==> src/rtl/mem_arbiter.sv <==
// mem_arbiter: shares one single-ported, variable-latency memory between the
// instruction-fetch path (i_*) and the load/store path (d_*).
//
// Ports:
//   clock, reset        rising-edge clock, asynchronous active-low reset
//   i_req/i_addr        fetch request (held until i_ack)
//   i_ack/i_rdata/i_err one-cycle fetch completion with data / error
//   d_req/d_we/d_addr/d_wdata/d_be  data request (held until d_ack)
//   d_ack/d_rdata/d_err one-cycle data completion with data / error
//   mem_req/mem_we/mem_addr/mem_wdata/mem_be  registered memory port
//   mem_rdata/mem_ready memory read data and single-cycle completion
//   busy                state != IDLE
//   grant_d             1 = current or last grant went to the data port
//
// State table:
//   IDLE | arbitrate between i_req and d_req on the clock edge
//   BUSY | memory access in flight, waiting for mem_ready or timeout
//   DONE | one-cycle ack to the granted requester

module mem_arbiter #(
  parameter int STARVE_LIMIT = 4,
  parameter int TIMEOUT      = 16
) (
  input  logic        clock,
  input  logic        reset,
  input  logic        i_req,
  input  logic [31:0] i_addr,
  output logic        i_ack,
  output logic [31:0] i_rdata,
  output logic        i_err,
  input  logic        d_req,
  input  logic        d_we,
  input  logic [31:0] d_addr,
  input  logic [31:0] d_wdata,
  input  logic [3:0]  d_be,
  output logic        d_ack,
  output logic [31:0] d_rdata,
  output logic        d_err,
  output logic        mem_req,
  output logic        mem_we,
  output logic [31:0] mem_addr,
  output logic [31:0] mem_wdata,
  output logic [3:0]  mem_be,
  input  logic [31:0] mem_rdata,
  input  logic        mem_ready,
  output logic        busy,
  output logic        grant_d
);

  localparam int SW = $clog2(STARVE_LIMIT + 1);
  localparam int TW = (TIMEOUT > 1) ? $clog2(TIMEOUT) : 1;
  localparam logic [SW-1:0] SLIM = SW'(STARVE_LIMIT);
  localparam logic [TW-1:0] TMAX = TW'(TIMEOUT - 1);

  typedef enum logic [1:0] {
    IDLE = 2'd0,
    BUSY = 2'd1,
    DONE = 2'd2
  } state_t;

  state_t        state_q, state_d;
  logic [SW-1:0] streak_q, streak_d;
  logic [TW-1:0] timer_q, timer_d;
  logic          mem_req_q, mem_req_d;
  logic          mem_we_q, mem_we_d;
  logic [31:0]   mem_addr_q, mem_addr_d;
  logic [31:0]   mem_wdata_q, mem_wdata_d;
  logic [3:0]    mem_be_q, mem_be_d;
  logic          i_ack_q, i_ack_d;
  logic [31:0]   i_rdata_q, i_rdata_d;
  logic          i_err_q, i_err_d;
  logic          d_ack_q, d_ack_d;
  logic [31:0]   d_rdata_q, d_rdata_d;
  logic          d_err_q, d_err_d;
  logic          busy_q, busy_d;
  logic          grant_d_q, grant_d_d;

  // Completion of the current access, steered to one requester below.
  logic          fin;
  logic          fin_err;
  logic [31:0]   fin_rdata;
  logic          fin_data;

  logic          d_win;
  logic          i_win;

  always_comb begin
    // Data wins unless fetch has waited through STARVE_LIMIT data grants.
    d_win = d_req && !(i_req && (streak_q == SLIM));
    i_win = !d_win && i_req;

    state_d     = state_q;
    streak_d    = streak_q;
    timer_d     = timer_q;
    mem_req_d   = mem_req_q;
    mem_we_d    = mem_we_q;
    mem_addr_d  = mem_addr_q;
    mem_wdata_d = mem_wdata_q;
    mem_be_d    = mem_be_q;
    grant_d_d   = grant_d_q;
    // Ack, rdata and err are only ever valid for the single DONE cycle.
    i_ack_d     = 1'b0;
    i_rdata_d   = 32'h0;
    i_err_d     = 1'b0;
    d_ack_d     = 1'b0;
    d_rdata_d   = 32'h0;
    d_err_d     = 1'b0;
    fin         = 1'b0;
    fin_err     = 1'b0;
    fin_rdata   = 32'h0;
    fin_data    = grant_d_q;

    case (state_q)
      IDLE: begin
        if (d_win || i_win) begin
          if (d_win) begin
            mem_we_d    = d_we;
            mem_addr_d  = d_addr;
            mem_wdata_d = d_wdata;
            mem_be_d    = d_be;
            grant_d_d   = 1'b1;
            if (i_req) begin
              if (streak_q != SLIM) begin
                streak_d = streak_q + SW'(1);
              end
            end else begin
              streak_d = '0;
            end
          end else begin
            mem_we_d    = 1'b0;
            mem_addr_d  = i_addr;
            mem_wdata_d = 32'h0;
            mem_be_d    = 4'hF;
            grant_d_d   = 1'b0;
            streak_d    = '0;
          end

          if (mem_addr_d[1:0] != 2'b00) begin
            // Misaligned: report the error without touching memory.
            state_d   = DONE;
            mem_req_d = 1'b0;
            fin       = 1'b1;
            fin_err   = 1'b1;
            fin_data  = grant_d_d;
          end else begin
            state_d   = BUSY;
            mem_req_d = 1'b1;
            timer_d   = '0;
          end
        end
      end

      BUSY: begin
        if (mem_ready) begin
          state_d   = DONE;
          mem_req_d = 1'b0;
          fin       = 1'b1;
          fin_rdata = mem_we_q ? 32'h0 : mem_rdata;
        end else if ((TIMEOUT != 0) && (timer_q == TMAX)) begin
          state_d   = DONE;
          mem_req_d = 1'b0;
          fin       = 1'b1;
          fin_err   = 1'b1;
        end else begin
          timer_d = timer_q + TW'(1);
        end
      end

      DONE: begin
        state_d   = IDLE;
        mem_req_d = 1'b0;
      end

      default: begin
        state_d   = IDLE;
        mem_req_d = 1'b0;
      end
    endcase

    if (fin) begin
      if (fin_data) begin
        d_ack_d   = 1'b1;
        d_rdata_d = fin_rdata;
        d_err_d   = fin_err;
      end else begin
        i_ack_d   = 1'b1;
        i_rdata_d = fin_rdata;
        i_err_d   = fin_err;
      end
    end

    busy_d = (state_d != IDLE);
  end

  always_ff @(posedge clock or negedge reset) begin
    if (!reset) begin
      state_q     <= IDLE;
      streak_q    <= '0;
      timer_q     <= '0;
      mem_req_q   <= 1'b0;
      mem_we_q    <= 1'b0;
      mem_addr_q  <= 32'h0;
      mem_wdata_q <= 32'h0;
      mem_be_q    <= 4'h0;
      i_ack_q     <= 1'b0;
      i_rdata_q   <= 32'h0;
      i_err_q     <= 1'b0;
      d_ack_q     <= 1'b0;
      d_rdata_q   <= 32'h0;
      d_err_q     <= 1'b0;
      busy_q      <= 1'b0;
      grant_d_q   <= 1'b0;
    end else begin
      state_q     <= state_d;
      streak_q    <= streak_d;
      timer_q     <= timer_d;
      mem_req_q   <= mem_req_d;
      mem_we_q    <= mem_we_d;
      mem_addr_q  <= mem_addr_d;
      mem_wdata_q <= mem_wdata_d;
      mem_be_q    <= mem_be_d;
      i_ack_q     <= i_ack_d;
      i_rdata_q   <= i_rdata_d;
      i_err_q     <= i_err_d;
      d_ack_q     <= d_ack_d;
      d_rdata_q   <= d_rdata_d;
      d_err_q     <= d_err_d;
      busy_q      <= busy_d;
      grant_d_q   <= grant_d_d;
    end
  end

  assign mem_req   = mem_req_q;
  assign mem_we    = mem_we_q;
  assign mem_addr  = mem_addr_q;
  assign mem_wdata = mem_wdata_q;
  assign mem_be    = mem_be_q;
  assign i_ack     = i_ack_q;
  assign i_rdata   = i_rdata_q;
  assign i_err     = i_err_q;
  assign d_ack     = d_ack_q;
  assign d_rdata   = d_rdata_q;
  assign d_err     = d_err_q;
  assign busy      = busy_q;
  assign grant_d   = grant_d_q;

endmodule

==> config.mk <==
export PLATFORM = sky130hd
export DESIGN_NAME = mem_arbiter
export DESIGN_NICKNAME = d
export VERILOG_FILES = /design/src/rtl/mem_arbiter.sv
export SDC_FILE = /design/constraint.sdc
export NUM_CORES = 1
export LEC_CHECK = 0
export CORE_MARGIN = 2
export CORE_UTILIZATION = 41
export CTS_BUF_LIST = sky130_fd_sc_hd__clkbuf_16
export DETAILED_ROUTE_END_ITERATION = 10
export GPL_TIMING_DRIVEN = 0
export HOLD_SLACK_MARGIN = 0.06
export PLACE_DENSITY = 0.78
export SETUP_SLACK_MARGIN = 0.5
export SYNTH_ARGS = -nofsm -noshare
export SYNTH_HDL_FRONTEND = slang
export SYNTH_SLANG_ARGS = --single-unit
==> constraint.sdc <==
create_clock -name clock -period 1.92 [get_ports clock]
set_input_delay 0.192 -clock clock [delete_from_list [all_inputs] [get_ports clock]]
set_output_delay 0.192 -clock clock [all_outputs]
set_load 0.02 [all_outputs]
# Word-level counts from Yosys, hierarchy flattened
# Index checks and enable logic that the tools add are counted.
# W data, S select, Z words.
# word_totals
ff_bits,149
in_bits,138
output_inout_bits,140
wordCells,92
# op_classes
n_addsub,2
n_eq_ne,10
muxes,50
n_reduce_logical,14
# op_table
cell,count
$mux W32,11
$mux W1,22
$mux W4,5
$mux W3,3
$mux W2,4
$ne A2 B2 Y1 const B,4
$pmux W4 S2,1
$ne A3 B3 Y1 const B,2
$pmux W1 S2,3
$reduce_bool A2 Y1,3
$reduce_and A5 Y1,1
$add A4 B1 Y4 const B,1
$eq A4 B4 Y1 const B,1
$pmux W2 S2,1
$reduce_and A2 Y1,2
$add A3 B1 Y3 const B,1
$eq A3 B3 Y1 const B,1
$logic_and A1 B1 Y1,3
$ne A3 B2 Y1 const B,1
$reduce_and A3 Y1,1
$eq A2 B1 Y1 const B,1
$logic_not A1 Y1,2
$logic_not A2 Y1,1
$logic_or A1 B1 Y1,1

# Depth between registers and ports, before layout
# depth
word_depth,15
mapped_depth,7
mapped_depth_nobuf,5

# Worst setup path before layout
# Ideal clock, no wire load.
# synth_path
path_kind,flip-flop to flip-flop
start,register timer_q[0]
end,register timer_q[3]
setup_time_ps,87
arrival_ps,1575
required_ps,1833
slack_ps,259
stages_incl_launch_ff,5
path_buffers,0
cell_sequence,dfrtp_1 > ha_1 > a31o_4 > or4_4 > a211oi_2
# synth_between
elab_chain_len,4
word_cells_on_any_way,7
cone_classes,1 x add/sub; 2 x eq/ne; 3 x mux; 1 x reduce/logical
# synth_rtl
element,line_no,source
"start, declared",63,"logic [TW-1:0] timer_q, timer_d;"
"start signal, assigned",216,timer_q <= timer_d;
$add A4 B1 Y4,165,timer_d = timer_q + TW'(1);
$mux W4,159,end else if ((TIMEOUT != 0) && (timer_q == TMAX)) begin
$mux W4,154,if (mem_ready) begin
$pmux W4 S2,113,case (state_q)
# Parallel ways exist; a longest one is shown, timed or not. The select of a mux whose other input is x is not followed.
# A chain may end at the register's enable or synchronous reset.

# Final worst setup path
# layout_path
start,register streak_q[0]
end,register i_rdata_q[5] (netlist: i_rdata[5])
# layout_between
elab_chain_len,13
word_cells_on_any_way,20
cone_classes,1 x eq/ne; 12 x mux; 7 x reduce/logical
# layout_rtl
element,line_no,source
"start, declared",62,"logic [SW-1:0] streak_q, streak_d;"
"start signal, assigned",215,streak_q <= streak_d;
$eq A3 B3 Y1 (*),89,d_win = d_req && !(i_req && (streak_q == SLIM));
$logic_and A1 B1 Y1 (*),89,
$logic_not A1 Y1 (*),89,
$logic_and A1 B1 Y1 (*),89,
$mux W32,116,if (d_win) begin
$mux W32,115,if (d_win || i_win) begin
$mux W32,113,
$reduce_bool A2 Y1,138,if (mem_addr_d[1:0] != 2'b00) begin
$mux W1,138,
$mux W1,115,
$mux W1,113,
$mux W32,181,if (fin_data) begin
$mux W32 (*),180,if (fin) begin
net i_rdata_d[5],70,"logic [31:0] i_rdata_q, i_rdata_d;"
"end signal, assigned",223,i_rdata_q <= i_rdata_d;
"end, declared",70,
# Mark *: on every way through the listed nets, which the timed path passes. The rest lies on a longest branch. The select of a mux whose other input is x is not followed.

==> flow_metrics.tcl <==
set metrics [dict create \
    power.density_nw_per_um2 1170 \
    syn-cell-area_um2 5970 \
    internal_power_mw 8.06 \
    finalClockSkew_ps 12.2 \
    synthArstFlopShare_pct 100 \
    synth_fp_nets 666 \
    power_mw 12.8 \
    antenna_found_initial 1 \
    hold_viol_final 0 \
    required_ps 2210 \
    root_buffer "clkbuf_16" \
    status "completed" \
    rsz0062_at_grt "yes" \
    timing.rr.start "streak_q[0]" \
    grt_max_degree 82 \
    core_um2 14400 \
    start_util_pct 41.6 \
    gp_congestion 0.827 \
    grt_pass1_vias 6235 \
    postRouteAntennaNets 0 \
    io_pins 278 \
    slew_violations 0 \
    combinationalPowerShare_pct 40.5 \
    dp_hpwl_um 13600 \
    hold_start "i_req" \
    routed_via_density 5.69 \
    relSlewSlack_pct 49.5 \
    wl_per_cell_um 21.3 \
    ys.flop_type "dfrtp_1" \
    cp.arrival_ps 2050 \
    fin_hold_ws_ps 256 \
    fin_crit_sh_pct 91.5 \
    num_rows 44 \
    dieArea_um2 15600 \
    syn_area_per_cell_um2 11.4 \
    slowest_delay_ps 380 \
    hold_path_end "streak_q[2]" \
    seqPwrFrac_pct 34.2 \
    ys_seq_elements 149 \
    reg2reg_depth 8 \
    wl_um 22800 \
    clkPwrFrac_pct 25.3 \
    port_buffers 277 \
    worst_pin_slew_ps 757 \
    nNetsFinal 1016 \
    r2r-end "i_rdata[5]" \
    synth_edf_count 0 \
    p_sw_share_pct 37.1 \
    cp_cell_sequence "inv_2, ha_4, and3_4, buf_8, o2111ai_4, buf_12, clkbuf_16, a31oi_1" \
    placed_area_um2 9080 \
    clkTransAtPathRegs_ps 60 \
    dp_slack_ps -203 \
    cp_max_fo 8 \
    yosys_warnings 0 \
    final_util_pct 76.5 \
    startpoint_type "flip-flop" \
    cts_buffers 17 \
    design_area_um2 11000 \
    dieHeight_um 125 \
    initialDrtViolationCount 414 \
    grt_overflow 0 \
    leakagePower_nw 5.00 \
    htreeDepth 4 \
    grtUsageTotal_pct 27.3 \
    fin_crit_ps 1760 \
    area_growth_pct 84.0 \
    die_x_um 125 \
    holdPathStages 3 \
    critPathKind "reg2reg" \
    vias 6101 \
    peakVddDrop_uv 752 \
    first_pass_iters 5 \
    drc 0 \
    finalSetupViolations 0 \
    worstHoldPathType "in2reg" \
    switchingPower_mw 4.76 \
    drive_above_1_share_pct 27.4 \
    clock.fmax_mhz 569 \
    cts_tree "done" \
    syn_inst 525 \
    clock_sinks 149 \
    cpMaxStageDelayCell "dfrtp_1" \
    cp-end-kind "flip-flop" \
    ys_seq_area_share_pct 62.4 \
    clkLatencyLatePin_ps 420 \
    cts_buffer_depth 2 \
    worst_slack_ps 163 \
    rrSetupSlack_ps 160 \
    cap_violations 0 \
    grt_pass1_wl_um 33600 \
    yosysUniqueCellTypes 48 \
]
stage by stage:
step                      setup TNS, ps  instances
after global routing                  0       1073
after CTS                             0       1059
after global placement          -745310        986
after floorplan                       0        525
after detailed placement          -5150        987
final                                 0       1073
Yosys cell counts (all sizes together), types with 2 or more instances:
master	count	area, um2
or2	4	25.0
o211ai	2	15.0
inv	4	15.0
nand2b	2	15.0
and4bb	2	25.0
clkbuf	25	93.8
nor3	2	21.3
buf	27	168
o21ai	39	195
a31oi	65	407
o22a	4	35.0
a22o	33	289
a21oi	64	320
dfrtp	149	3730
a211o	2	17.5
nand4	2	12.5
nand2	36	138
nor2	3	18.8
o31ai	3	22.5
ha	3	37.5
nand3	39	200
critical path: cells and delay by family (launching register included):
family                     cells  cell delay [ps]
and+or+nand+nor                1              170
buffers and inverters          4              540
DFF                            1              380
AOI/OAI and AO/OA              2              360
adders and majority gates      1              170
kinds of logic after synthesis:
| group | Yosys count | share of synthesized area, % |
|---|---|---|
| flip-flops | 149 | 62.4 |
| AND/OR/NAND/NOR | 98 | 8.90 |
| adder cells (fa/ha/maj) | 3 | 0.628 |
| AO/OA/AOI/OAI | 218 | 23.3 |
| multiplexers | 1 | 0.168 |
| buffers and inverters | 56 | 4.63 |
cell usage in the layout (no fill, tap or decap), types with 3 or more instances in the layout:
cell type,count
o21ai_2,32
or2_2,3
buf_8,13
a21oi_4,9
buf_4,29
buf_16,6
dfrtp_1,147
a22o_1,33
buf_6,22
clkinv_4,4
clkdlybuf4s50_1,135
buf_2,5
clkbuf_8,3
a31oi_1,47
nand2_1,34
inv_6,3
buf_12,9
clkbuf_2,9
clkbuf_1,5
nand3_1,35
o22a_1,4
inv_2,3
a31oi_4,10
a21oi_2,18
clkbuf_16,21
nand3_4,3
inv_8,3
a31oi_2,8
dlygate4sd2_1,139
a21oi_1,37
o21ai_0,3
power by group through the flow:
stage	Sequential, mW	Combinational (mW)	Clock, mW
floorplan	5.26	1.46	0
global placement	4.40	4.54	0
detailed placement	4.42	4.64	0
CTS	4.36	4.81	3.26
global route	4.47	5.46	3.44
finish	4.39	5.19	3.25
routing by layer:
metal	GRT usage (%)	routed length, um
met5	0	0
met1	32.1	8590
met3	6.44	1590
met4	10.9	500
met2	48.1	12100
sequential cells by signal (all words and copies together) (netlist names):
register,count
d_rdata,32
i_rdata,32
mem_addr,32
mem_wdata,32
mem_be,4
timer_q,4
streak_q,3
state_q,2
busy,1
d_ack,1
d_err,1
grant_d,1
i_ack,1
i_err,1
mem_req,1
mem_we,1
cell type report:
class	instances	area (um2)
clock buffers	17	425
plain buffers	52	495
well taps	184	230
clock inverters	15	146
fillers	884	3380
diodes	1	2.50
repair buffers	331	3350
inverters	4	15.0
multi-input cells	320	2600
flip-flops and latches	149	3730
how the worst max path moves through the flow:
stage | from | end | depth (start not counted)
floorplan | streak_q[1] | state_q[1] | 7
global placement | reset | d_rdata[10] | 1
detailed placement | i_req | i_rdata[29] | 5
CTS | streak_q[0] | i_rdata[7] | 8
global route | streak_q[0] | i_rdata[15] | 7
finish | streak_q[0] | i_rdata[5] | 8
timing repair:
item | 4_1_cts | 5_1_grt
hold buffers | 1 | 0
setup buffers | 29 | 9
hold endpoints to repair | 80 | 0
cloned | 10 | 4
setup endpoints to repair | 289 | 150
pin swaps | 41 | 35
gates resized for setup | 303 | 77
(Power assumes the default switching activity.)
